===== config.mk =====
export PLATFORM = sky130hd
export DESIGN_NAME = alu_pipe
export DESIGN_NICKNAME = d
export VERILOG_FILES = /design/src/rtl/alu_pkg.sv /design/src/rtl/alu_mul_seq.sv /design/src/rtl/alu_pipe.sv
export SDC_FILE = /design/constraint.sdc
export NUM_CORES = 1
export LEC_CHECK = 0
export ABC_CLOCK_PERIOD_IN_PS = 3200
export CAP_MARGIN = 20
export CORE_UTILIZATION = 48
export CTS_BUF_LIST = sky130_fd_sc_hd__clkbuf_2
export DETAILED_ROUTE_END_ITERATION = 12
export GPL_TIMING_DRIVEN = 0
export PLACE_DENSITY = 0.75
export SYNTH_ARGS = -nofsm -noshare
export SYNTH_HDL_FRONTEND = slang
export SYNTH_SLANG_ARGS = --single-unit
export TNS_END_PERCENT = 100

===== constraint.sdc =====
create_clock -name clk -period 3.2 [get_ports clk]
set_input_delay 0.64 -clock clk [delete_from_list [all_inputs] [get_ports clk]]
set_output_delay 0.64 -clock clk [all_outputs]
set_load 0.02 [all_outputs]

===== src/rtl/alu_pkg.sv =====
// Shared opcode map and FSM state encoding for the pipelined ALU.
package alu_pkg;

   localparam logic [3:0] OP_ADD  = 4'b0000;
   localparam logic [3:0] OP_SUB  = 4'b0001;
   localparam logic [3:0] OP_AND  = 4'b0010;
   localparam logic [3:0] OP_OR   = 4'b0011;
   localparam logic [3:0] OP_NOT  = 4'b0100;
   localparam logic [3:0] OP_XOR  = 4'b0101;
   localparam logic [3:0] OP_NOR  = 4'b0110;
   localparam logic [3:0] OP_SHL  = 4'b0111;
   localparam logic [3:0] OP_SHR  = 4'b1000;
   localparam logic [3:0] OP_ASR  = 4'b1001;
   localparam logic [3:0] OP_ROL  = 4'b1010;
   localparam logic [3:0] OP_ROR  = 4'b1011;
   localparam logic [3:0] OP_EQ   = 4'b1100;
   localparam logic [3:0] OP_MUL  = 4'b1101;

   localparam logic [0:0] ST_IDLE = 1'b0;
   localparam logic [0:0] ST_MUL  = 1'b1;

endpackage


===== src/rtl/alu_mul_seq.sv =====
// Iterative shift-add unsigned multiplier, one partial product per cycle.
// Only present when ALU_PIPE_MUL_EN is defined.
`ifdef ALU_PIPE_MUL_EN
module alu_mul_seq #(
   parameter int WIDTH = 8
) (
   input  logic               clk,
   input  logic               rst,
   input  logic               start,
   input  logic [WIDTH-1:0]   a,
   input  logic [WIDTH-1:0]   b,
   output logic               done,
   output logic [2*WIDTH-1:0] prod
);

   localparam int CW = $clog2(WIDTH);

   logic               busy;
   logic [CW-1:0]      count;
   logic [2*WIDTH-1:0] acc;
   logic [2*WIDTH-1:0] accNext;
   logic [2*WIDTH-1:0] mcand;
   logic [WIDTH-1:0]   mplier;

   // The final partial sum is offered combinationally so the result lands
   // on the same edge as the last iteration.
   always_comb begin
      accNext = acc + (mplier[0] ? mcand : '0);
   end

   assign done = busy && (count == CW'(WIDTH - 1));
   assign prod = accNext;

   always_ff @(posedge clk) begin
      if (rst) begin
         busy   <= 1'b0;
         count  <= '0;
         acc    <= '0;
         mcand  <= '0;
         mplier <= '0;
      end else if (start) begin
         busy   <= 1'b1;
         count  <= '0;
         acc    <= '0;
         mcand  <= {{WIDTH{1'b0}}, a};
         mplier <= b;
      end else if (busy) begin
         acc    <= accNext;
         mcand  <= mcand << 1;
         mplier <= mplier >> 1;
         if (done) begin
            busy  <= 1'b0;
            count <= '0;
         end else begin
            count <= count + CW'(1);
         end
      end
   end

endmodule
`endif


===== src/rtl/alu_pipe.sv =====
// Registered WIDTH-bit ALU behind valid/ready handshakes on both sides.
// Define ALU_PIPE_MUL_EN to build in the iterative multiply on opcode 1101.
module alu_pipe
   import alu_pkg::*;
#(
   parameter int WIDTH = 8,
   parameter int SHW   = $clog2(WIDTH)
) (
   input  logic             clk,
   input  logic             rst,
   input  logic             in_valid,
   output logic             in_ready,
   input  logic [3:0]       ctrl,
   input  logic [WIDTH-1:0] x,
   input  logic [WIDTH-1:0] y,
   output logic             out_valid,
   input  logic             out_ready,
   output logic [WIDTH-1:0] out,
   output logic             carry
);

   logic             accept;
   logic             loadNow;
   logic [WIDTH-1:0] loadVal;
   logic             loadCarry;
   logic [WIDTH-1:0] res;
   logic             resCarry;
   logic [WIDTH:0]   sumExt;
   logic [WIDTH:0]   diffExt;

   assign accept = in_valid && in_ready;

   // Sign-extending by one bit makes overflow visible as top-two-bit disagreement.
   always_comb begin
      sumExt   = {x[WIDTH-1], x} + {y[WIDTH-1], y};
      diffExt  = {x[WIDTH-1], x} - {y[WIDTH-1], y};
      res      = '0;
      resCarry = 1'b0;
      case (ctrl)
         OP_ADD: begin
            res      = sumExt[WIDTH-1:0];
            resCarry = sumExt[WIDTH] ^ sumExt[WIDTH-1];
         end
         OP_SUB: begin
            res      = diffExt[WIDTH-1:0];
            resCarry = diffExt[WIDTH] ^ diffExt[WIDTH-1];
         end
         OP_AND:  res = x & y;
         OP_OR:   res = x | y;
         OP_NOT:  res = ~x;
         OP_XOR:  res = x ^ y;
         OP_NOR:  res = ~(x | y);
         OP_SHL:  res = y << x[SHW-1:0];
         OP_SHR:  res = y >> x[SHW-1:0];
         OP_ASR:  res = {x[WIDTH-1], x[WIDTH-1:1]};
         OP_ROL:  res = {x[WIDTH-2:0], x[WIDTH-1]};
         OP_ROR:  res = {x[0], x[WIDTH-1:1]};
         OP_EQ:   res = {{(WIDTH-1){1'b0}}, x == y};
         default: ;
      endcase
   end

`ifdef ALU_PIPE_MUL_EN
   logic [0:0]         state;
   logic               isMul;
   logic               mulStart;
   logic               mulDone;
   logic [2*WIDTH-1:0] mulProd;

   assign isMul    = (ctrl == OP_MUL);
   assign mulStart = accept && isMul;
   assign in_ready = (state == ST_IDLE) && (!out_valid || out_ready);

   // The multiplier owns the iteration count; this FSM only gates acceptance.
   always_ff @(posedge clk) begin
      if (rst) begin
         state <= ST_IDLE;
      end else begin
         case (state)
            ST_IDLE: if (mulStart) state <= ST_MUL;
            ST_MUL:  if (mulDone)  state <= ST_IDLE;
            default: state <= ST_IDLE;
         endcase
      end
   end

   alu_mul_seq #(.WIDTH(WIDTH)) mulUnit (
      .clk   (clk),
      .rst   (rst),
      .start (mulStart),
      .a     (x),
      .b     (y),
      .done  (mulDone),
      .prod  (mulProd)
   );

   assign loadNow   = (accept && !isMul) || mulDone;
   assign loadVal   = mulDone ? mulProd[WIDTH-1:0] : res;
   assign loadCarry = mulDone ? (|mulProd[2*WIDTH-1:WIDTH]) : resCarry;
`else
   assign in_ready  = !out_valid || out_ready;
   assign loadNow   = accept;
   assign loadVal   = res;
   assign loadCarry = resCarry;
`endif

   // A load wins over a drain, so back-to-back results flow without a bubble.
   always_ff @(posedge clk) begin
      if (rst) begin
         out_valid <= 1'b0;
         out       <= '0;
         carry     <= 1'b0;
      end else if (loadNow) begin
         out_valid <= 1'b1;
         out       <= loadVal;
         carry     <= loadCarry;
      end else if (out_ready) begin
         out_valid <= 1'b0;
      end
   end

endmodule


; ---- Word level (Yosys, flattened, before mapping)
; Index checks and enable logic that the tools add are counted.
[op_classes]
n_reduce_logical = 5
bitwise = 7
muxes = 4
n_shift = 2
n_eq_ne = 13
add_sub_neg = 2
[op_table]
columns = op, count
row1 = $pmux 8 s13, 1
row2 = $eq 4x4->1 const B, 5
row3 = $eq 4x3->1 const B, 4
row4 = $not 8->8, 2
row5 = $add 8x8->9, 1
row6 = $sub 8x8->9, 1
row7 = $and 8x8->8, 1
row8 = $eq 4x2->1 const B, 2
row9 = $eq 8x8->1, 1
row10 = $or 8x8->8, 1
row11 = $shl 8x3->8, 1
row12 = $shr 8x3->8, 1
row13 = $xor 8x8->8, 1
row14 = $eq 4x1->1 const B, 1
row15 = $logic_not 4->1, 1
row16 = $mux 1, 2
row17 = $pmux 1 s2, 1
row18 = $reduce_bool 2->1, 1
row19 = $xor 1x1->1, 2
row20 = $logic_and 1x1->1, 1
row21 = $logic_not 1->1, 1
row22 = $logic_or 1x1->1, 1
[word_totals]
in_bits = 24
register_bits = 10
wordCells = 36

; ---- Depth between registers and ports, before layout
; Gate-level depths: netlist (run 1).
[logic_depth]
depth_word = 4
ltp_mapped = 10

; ---- Worst setup path before layout (run 1)
; OpenSTA, ideal clock, no wires.
[synth_path]
path_type = input-to-reg
startpoint = input port x[0]
endpoint = register carry
arrival_time_ps = 2628
path_slack_ps = 483
required_ps = 3112
path_stages = 10
path_cell_list = buf_6 > inv_1 > ha_1 > fa_1 > o21ba_1 > or4_4 > a31oi_2 > xor2_1 > nand2_1 > a311oi_2
[synth_between]
elab_chain_cells = 3
elab_cells_between_ends = 5
[synth_lines]
columns = item, line_no
row1 = from (decl), alu_pipe.sv:14  ; input logic [WIDTH-1:0] x,
row2 = $sub 8x8->9 or $add 8x8->9 (tied branches), "alu_pipe.sv:36, alu_pipe.sv:35"
row3 = "$xor 1x1->1, on equally long branches", "alu_pipe.sv:46, alu_pipe.sv:42"
row4 = $pmux 1 s2 *, alu_pipe.sv:39  ; case (ctrl)
row5 = to (signal assigned), alu_pipe.sv:116  ; carry <= loadCarry;
row6 = to (decl), alu_pipe.sv:19  ; output logic carry
; Every way passes the cells marked *; elsewhere a longest branch is shown, timed or not.
; A chain may end at the register's enable or synchronous reset.

; ---- Final worst setup path (run 1)
[layout_path]
startpoint = input port y[0]
endpoint = register out[4]
[layout_between]
elab_chain_cells = 2
elab_cells_between_ends = 5
[layout_lines]
columns = item, line_no
row1 = from (decl), alu_pipe.sv:15  ; input logic [WIDTH-1:0] y,
row2 = "$sub 8x8->9, or another cell as far along", alu_pipe.sv:36  ; diffExt = {x[WIDTH-1], x} - {y[WIDTH-1], y};
row3 = $pmux 8 s13 *, alu_pipe.sv:39
row4 = to (signal assigned), alu_pipe.sv:115  ; out <= loadVal;
row5 = to (decl), alu_pipe.sv:18  ; output logic [WIDTH-1:0] out,
; Marks and branches as above.

==> run_results.csv, run 1 <==
group,metric,value,unit
logic_synthesis,synth_area_leader_cell,"ha_1",
die,rows,25,
timing,min_period,3.11,ns
clock_network,clk_latency,0.24,ns
timing,rsz0062_at_grt,"no",
logic_synthesis,syn_inst,334,
final_layout,antenna_cells,0,
final_layout,finalNonFillerCells,440,
grt,grt_max_degree,11,
grt,grt_pass1_vias,2591,
critical_path,timing.rr.end,"out[2]",
pwr,clockPowerShare,0.109,
clock_network,clock_path_buffers,2,
place,pre_cts_slack,-0.594,ns
grt,track_usage,0.331,
logic_synthesis,synth_top_family_by_area,"compound AO/OA/AOI/OAI gates",
logic_synthesis,synth.distinct_cells,67,
pwr,p_leak,1.18,nW
detailed_routing,drt-initial-drc-count,327,
final_layout,area_delta_synth_final,18.4,%
pwr,sw_frac_of_total,0.471,
detailed_routing,drt-pass1-iter-count,5,
die,coreArea,4850,sq um
pwr,max-vdd-ir-drop,0.000127,V
critical_path,cp.arrival,3.22,ns
detailed_routing,antenna_left,0,
detailed_routing,wl_per_cell,19.8,microns
logic_synthesis,ys_warn_count,0,
place,place_inst,434,
logic_synthesis,avgSynthCellArea,7.45,sq um
die,die-area,5480,sq um
clock_network,cts_sinks,10,
clock_network,h-tree-depth,1,
die,start_util,0.514,
pwr,switchingPower,0.298,mW
pwr,p_comb_frac,0.672,
pwr,seq_power_share,0.219,
clock_network,cts_tree,"done",
critical_path,worstSetupEndpoint,"out[4]",
timing,drv_slew,0,
critical_path,crit_type,"primary input to flop",
critical_path,ff2ff_setup_slack,1.32,ns
logic_synthesis,synthTopCellsByArea,"ha_1, dfxtp_1, mux4_2",
logic_synthesis,synth_area,2490,sq um
die,fp.dieH,74.0,microns
grt,grt-ovfl-total,0,
place,gp_congestion,1.01,
logic_synthesis,yosys.area_share.adder,0.142,
detailed_routing,vias,2920,
detailed_routing,remaining_drc_errors,0,
timing,relSlewSlack,0.568,
critical_path,cp-startpoint,"y[0]",
min_path,hold_class,"flop to flop",
logic_synthesis,syn_nets,385,
logic_synthesis,synth_mux_area_frac,0.116,
logic_synthesis,ys_ff_latch,10,
critical_path,r2r_start,"out_valid",
timing,worst_slew_pin_slew,0.632,ns
clock_network,cts_made_buffers,3,
final_layout,fillCellCount,479,
critical_path,r2r_cells,7,
logic_synthesis,synth-main-ff-cell,"dfxtp_1",
grt,grt_pass1_wl,13.6,mm
pwr,p_int,0.335,mW
detailed_routing,wirelength,8.73,mm
logic_synthesis,async_flop_share,0,
timing,finClkSkew,0.000759,ns
job,drv_cap,0,
pwr,power_density,215,nW/um^2
place,portBuffers,33,
timing,finalSetupViolCount,0,
die,die_w,74.0,microns
timing,whs,0.557,ns
outcome,run_status,"completed",
place,dp_hpwl,7.00,mm
final_layout,drive_above_1_share,0.107,
timing,setup_slack,0.0857,ns
final_layout,final_cell_area,2950,sq um
final_layout,layout_common_cells,"nand2_1, clkdlybuf4s50_1, ha_1",
critical_path,cp_max_fo,7,
die,pin_count,35,
timing,finalHoldViolations,0,
timing,fmax,321,MHz
logic_synthesis,synth_edf_count,0,
logic_synthesis,ys_seq_area_frac,0.0804,
timing,fin_crit_sh,0.973,
grt,antenna_found_initial,0,
detailed_routing,viasPerCell,6.64,
final_layout,nets,425,
critical_path,worstSetupEndpointType,"flop",
clock_network,root_buffer,"clkbuf_2",
critical_path,cp-start-kind,"primary input",
logic_synthesis,synth-simple-area-share,0.229,
logic_synthesis,synth_xor_area_frac,0.0246,
critical_path,crit_required,3.31,ns
place,placedInstanceArea,2900,sq um
clock_network,path_clk_slew,0.10,ns
logic_synthesis,synth_top_area_share,0.126,
logic_synthesis,synth-compound-area-share,0.325,
area by class of cell:
| type | count | area [sq um] | share of cell area |
|---|---|---|---|
| plain buffers | 25 | 130 | 0.0441 |
| multi-input cells | 277 | 2080 | 0.705 |
| inverters | 22 | 86.3 | 0.0293 |
| flip-flops and latches | 10 | 200 | 0.0679 |
| clock buffers | 3 | 15.0 | 0.00509 |
| well taps | 67 | 83.8 | 0.0284 |
| repair buffers | 35 | 349 | 0.118 |
| clock inverters | 1 | 3.75 | 0.00127 |
Yosys cell counts (6+ instances only):
library cell   n
dfxtp_1       10
a211oi_1       8
o211ai_1       6
o21ai_0       19
nand2_1       30
a21oi_1       22
inv_1         20
a22oi_1        6
ha_1          25
nor3_1         6
mux4_2         6
buf_2         12
nand2b_1      14
mux2i_1       13
clkbuf_1      10
nor2b_1        6
nor2_1        21
nand3_1       10
sequential cells by signal (all words and copies together) (netlist names):
name	count
out	8
carry	1
out_valid	1
cells by family after synthesis:
kind of cell             Yosys count
multiplexers                      21
buffers and inverters             47
flip-flops                        10
adder cells (fa/ha/maj)           27
XOR/XNOR                           7
AND/OR/NAND/NOR                  108
AO/OA/AOI/OAI                    114
critical path: stages:
cell and delay (ns):
clkdlybuf4s50_1 0.53, ha_1 0.33, fa_1 0.45, a21o_2 0.23, a21oi_1 0.28, nand2b_1 0.15, o31ai_1 0.06, o21ai_0 0.37
a311oi_1 0.18
power by group through the flow:
| stage | registers (mW) | clock network, mW | logic (mW) |
|---|---|---|---|
| floorplan | 0.149 | 0 | 0.261 |
| global placement | 0.141 | 0 | 0.408 |
| detailed placement | 0.141 | 0 | 0.410 |
| CTS | 0.139 | 0.0736 | 0.413 |
| global route | 0.139 | 0.0778 | 0.459 |
| finish | 0.139 | 0.0693 | 0.425 |
metal layers:
metal	track usage	wire length, microns
met5	0	0
met4	0.130	290
met3	0.0230	770
met2	0.522	3980
met1	0.468	3690
repair_timing:
action | 4_1_cts | 5_1_grt
pin swaps | 0 | 1
cloned | 0 | 0
hold buffers | 0 | 0
endpoints found under the setup margin | 4 | 6
buffers inserted | 1 | 1
gates resized for setup | 3 | 3
worst min path at each step:
stage	from	endpoint	cells past startpoint
3_5_place_dp	out[2]	out[2]	2
3_3_place_gp	out[2]	out[2]	2
4_1_cts	out[2]	out[2]	2
5_1_grt	out[2]	out[2]	2
6_report	out[2]	out[2]	2
2_1_floorplan	out[2]	out[2]	2
per-stage QoR:
step	total power [mW]	util	setup TNS (ns)
2_1_floorplan	0.410	-	0
3_3_place_gp	0.550	0.599	-2.39
3_5_place_dp	0.552	0.599	-2.74
4_1_cts	0.625	0.605	0
5_1_grt	0.676	0.608	0
6_report	0.633	0.608	0
No activity file was read; power rests on OpenSTA's default activity.
==> run 2, diff against run 1 <==
--- a/config.mk
+++ b/config.mk
@@ -7,8 +7,10 @@
 export LEC_CHECK = 0
 export ABC_CLOCK_PERIOD_IN_PS = 3200
 export CAP_MARGIN = 20
+export CORE_MARGIN = 2
 export CORE_UTILIZATION = 48
 export CTS_BUF_LIST = sky130_fd_sc_hd__clkbuf_2
+export CTS_CLUSTER_DIAMETER = 40
 export DETAILED_ROUTE_END_ITERATION = 12
 export GPL_TIMING_DRIVEN = 0
 export PLACE_DENSITY = 0.75
==> run_results.csv, run 2 (same netlist as run 1, synthesis figures left out) <==
group,metric,value,unit
outcome,run_status,"completed",
detailed_routing,wl_per_cell,19.8,microns
critical_path,crit_required,3.37,ns
min_path,hold_path_depth,2,
critical_path,r2r_start,"out_valid",
grt,grt_pass1_vias,2689,
timing,drv_slew,0,
clock_network,path_clk_slew,0.10,ns
timing,fmax,327,MHz
critical_path,slowest_delay,0.70,ns
final_layout,reg.largest.list,"out (8), carry (1), out_valid (1)",
min_path,hold_class,"flop to flop",
place,portBuffers,33,
detailed_routing,antenna_left,0,
die,rows,26,
die,die-area,5780,sq um
detailed_routing,wirelength,8.78,mm
critical_path,cp-start-kind,"primary input",
timing,relSlewSlack,0.613,
clock_network,cts_tree,"done",
critical_path,crit_chain,"clkdlybuf4s50_1, inv_1, ha_1, clkbuf_1, or4_4, nand3b_1, xnor2_1, a21oi_1, a211oi_1",
job,drv_cap,0,
final_layout,area_delta_synth_final,18.8,%
critical_path,ff2ff_setup_slack,1.35,ns
final_layout,antenna_cells,0,
place,gp_congestion,1.04,
timing,finalSetupViolCount,0,
critical_path,r2r_cells,7,
pwr,max-vdd-ir-drop,0.0000934,V
timing,finalHoldViolations,0,
die,die_w,76.0,microns
grt,grt_pass1_wl,14.1,mm
grt,antenna_found_initial,0,
die,coreArea,5040,sq um
critical_path,critical_path_buf_inv_count,3,
critical_path,worstSetupEndpointType,"flop",
pwr,power_density,214,nW/um^2
timing,worst_slew_pin_slew,0.566,ns
critical_path,cp_max_fo,9,
pwr,p_leak,1.19,nW
timing,whs,0.541,ns
critical_path,crit_family,"buffers and inverters",
grt,grt_max_degree,11,
clock_network,clock_path_buffers,2,
grt,grt-ovfl-total,0,
min_path,holdPathEnd,"out[2]",
timing,finClkSkew,0.00327,ns
final_layout,finalNonFillerCells,444,
detailed_routing,remaining_drc_errors,0,
final_layout,largest_reg_flops,8,
grt,track_usage,0.303,
timing,rsz0062_at_grt,"no",
timing,fin_crit_sh,0.956,
detailed_routing,drt-pass1-iter-count,5,
detailed_routing,vias,2901,
die,pin_count,35,
die,start_util,0.494,
critical_path,cp.arrival,3.23,ns
final_layout,layout_common_cells,"nand2_1, clkdlybuf4s50_1, ha_1",
final_layout,top_register,"out",
clock_network,clk_latency,0.25,ns
timing,tns,0,ns
clock_network,cts_hold_buffers,0,
detailed_routing,drt-initial-drc-count,325,
clock_network,cts_sinks,10,
place,place_inst,437,
critical_path,timing.rr.end,"out[2]",
final_layout,fillCellCount,518,
critical_path,crit_type,"primary input to flop",
critical_path,cp_slowest_cell,"clkdlybuf4s50_1",
die,fp.dieH,76.0,microns
final_layout,drive_above_1_share,0.110,
clock_network,h-tree-depth,1,
timing,min_period,3.06,ns
clock_network,root_buffer,"clkbuf_2",
place,dp_hpwl,6.97,mm
min_path,holdCritStartpoint,"out[2]",
clock_network,cts_made_buffers,3,
final_layout,nets,426,
detailed_routing,viasPerCell,6.53,
==> run 2: cell count changes in the layout (fill, tap and decap cells not counted) <==
| cell | change |
|---|---|
| buf_4 | +1 |
==> run 2: final cells by class <==
type / count / area [sq um] / area share
repair buffers: 36 / 357 / 0.121
flip-flops and latches: 10 / 200 / 0.0677
clock inverters: 1 / 3.75 / 0.00127
well taps: 70 / 87.6 / 0.0296
inverters: 22 / 86.3 / 0.0292
plain buffers: 25 / 130 / 0.0440
clock buffers: 3 / 15.0 / 0.00507
multi-input cells: 277 / 2080 / 0.703
==> run 2: worst max path at each step <==
stage                     endpoint  cells past startpoint  start  slack, ns
final                       out[6]                      9   y[3]       0.14
after global routing        out[5]                     10   y[3]       0.03
after CTS                   out[6]                     11   x[0]       0.03
after detailed placement    out[5]                     10   x[1]      -0.58
after global placement      out[5]                     10   x[1]      -0.55
after floorplan              carry                     10   x[0]       0.48
==> run 2: what timing repair did <==
action	in CTS	in global routing
setup endpoints to repair	4	4
gates resized for setup	3	3
setup buffers	1	2
==> run 2: report_power, final <==
part	internal (mW)	total, mW	switching, mW	leakage, nW
Sequential	0.132	0.138	0.00618	0.0818
Combinational	0.177	0.426	0.249	1.09
Clock	0.0272	0.0703	0.0431	0.0140
==> run 2: worst min-delay path, cell delays in order (launching register included) <==
cell      delay [ns]
dfxtp_1         0.33
nand2_1         0.10
a211oi_1        0.08
==> run 2: per-layer routing <==
layer  share of wire  track usage  wire [microns]
met5               0            0               0
met4           0.040        0.135             355
met3           0.097       0.0581             854
met2            0.44        0.466            3890
met1            0.42        0.413            3680
==> run 2: stage by stage <==
stage           util  area [sq um]  setup WS (ns)  power (mW)
3_5_place_dp   0.577          2910         -0.583       0.551
3_3_place_gp   0.577          2910         -0.545       0.548
4_1_cts        0.582          2940         0.0292       0.625
2_1_floorplan      -          2490          0.483       0.410
5_1_grt        0.587          2960         0.0304       0.681
6_report       0.587          2960          0.142       0.634
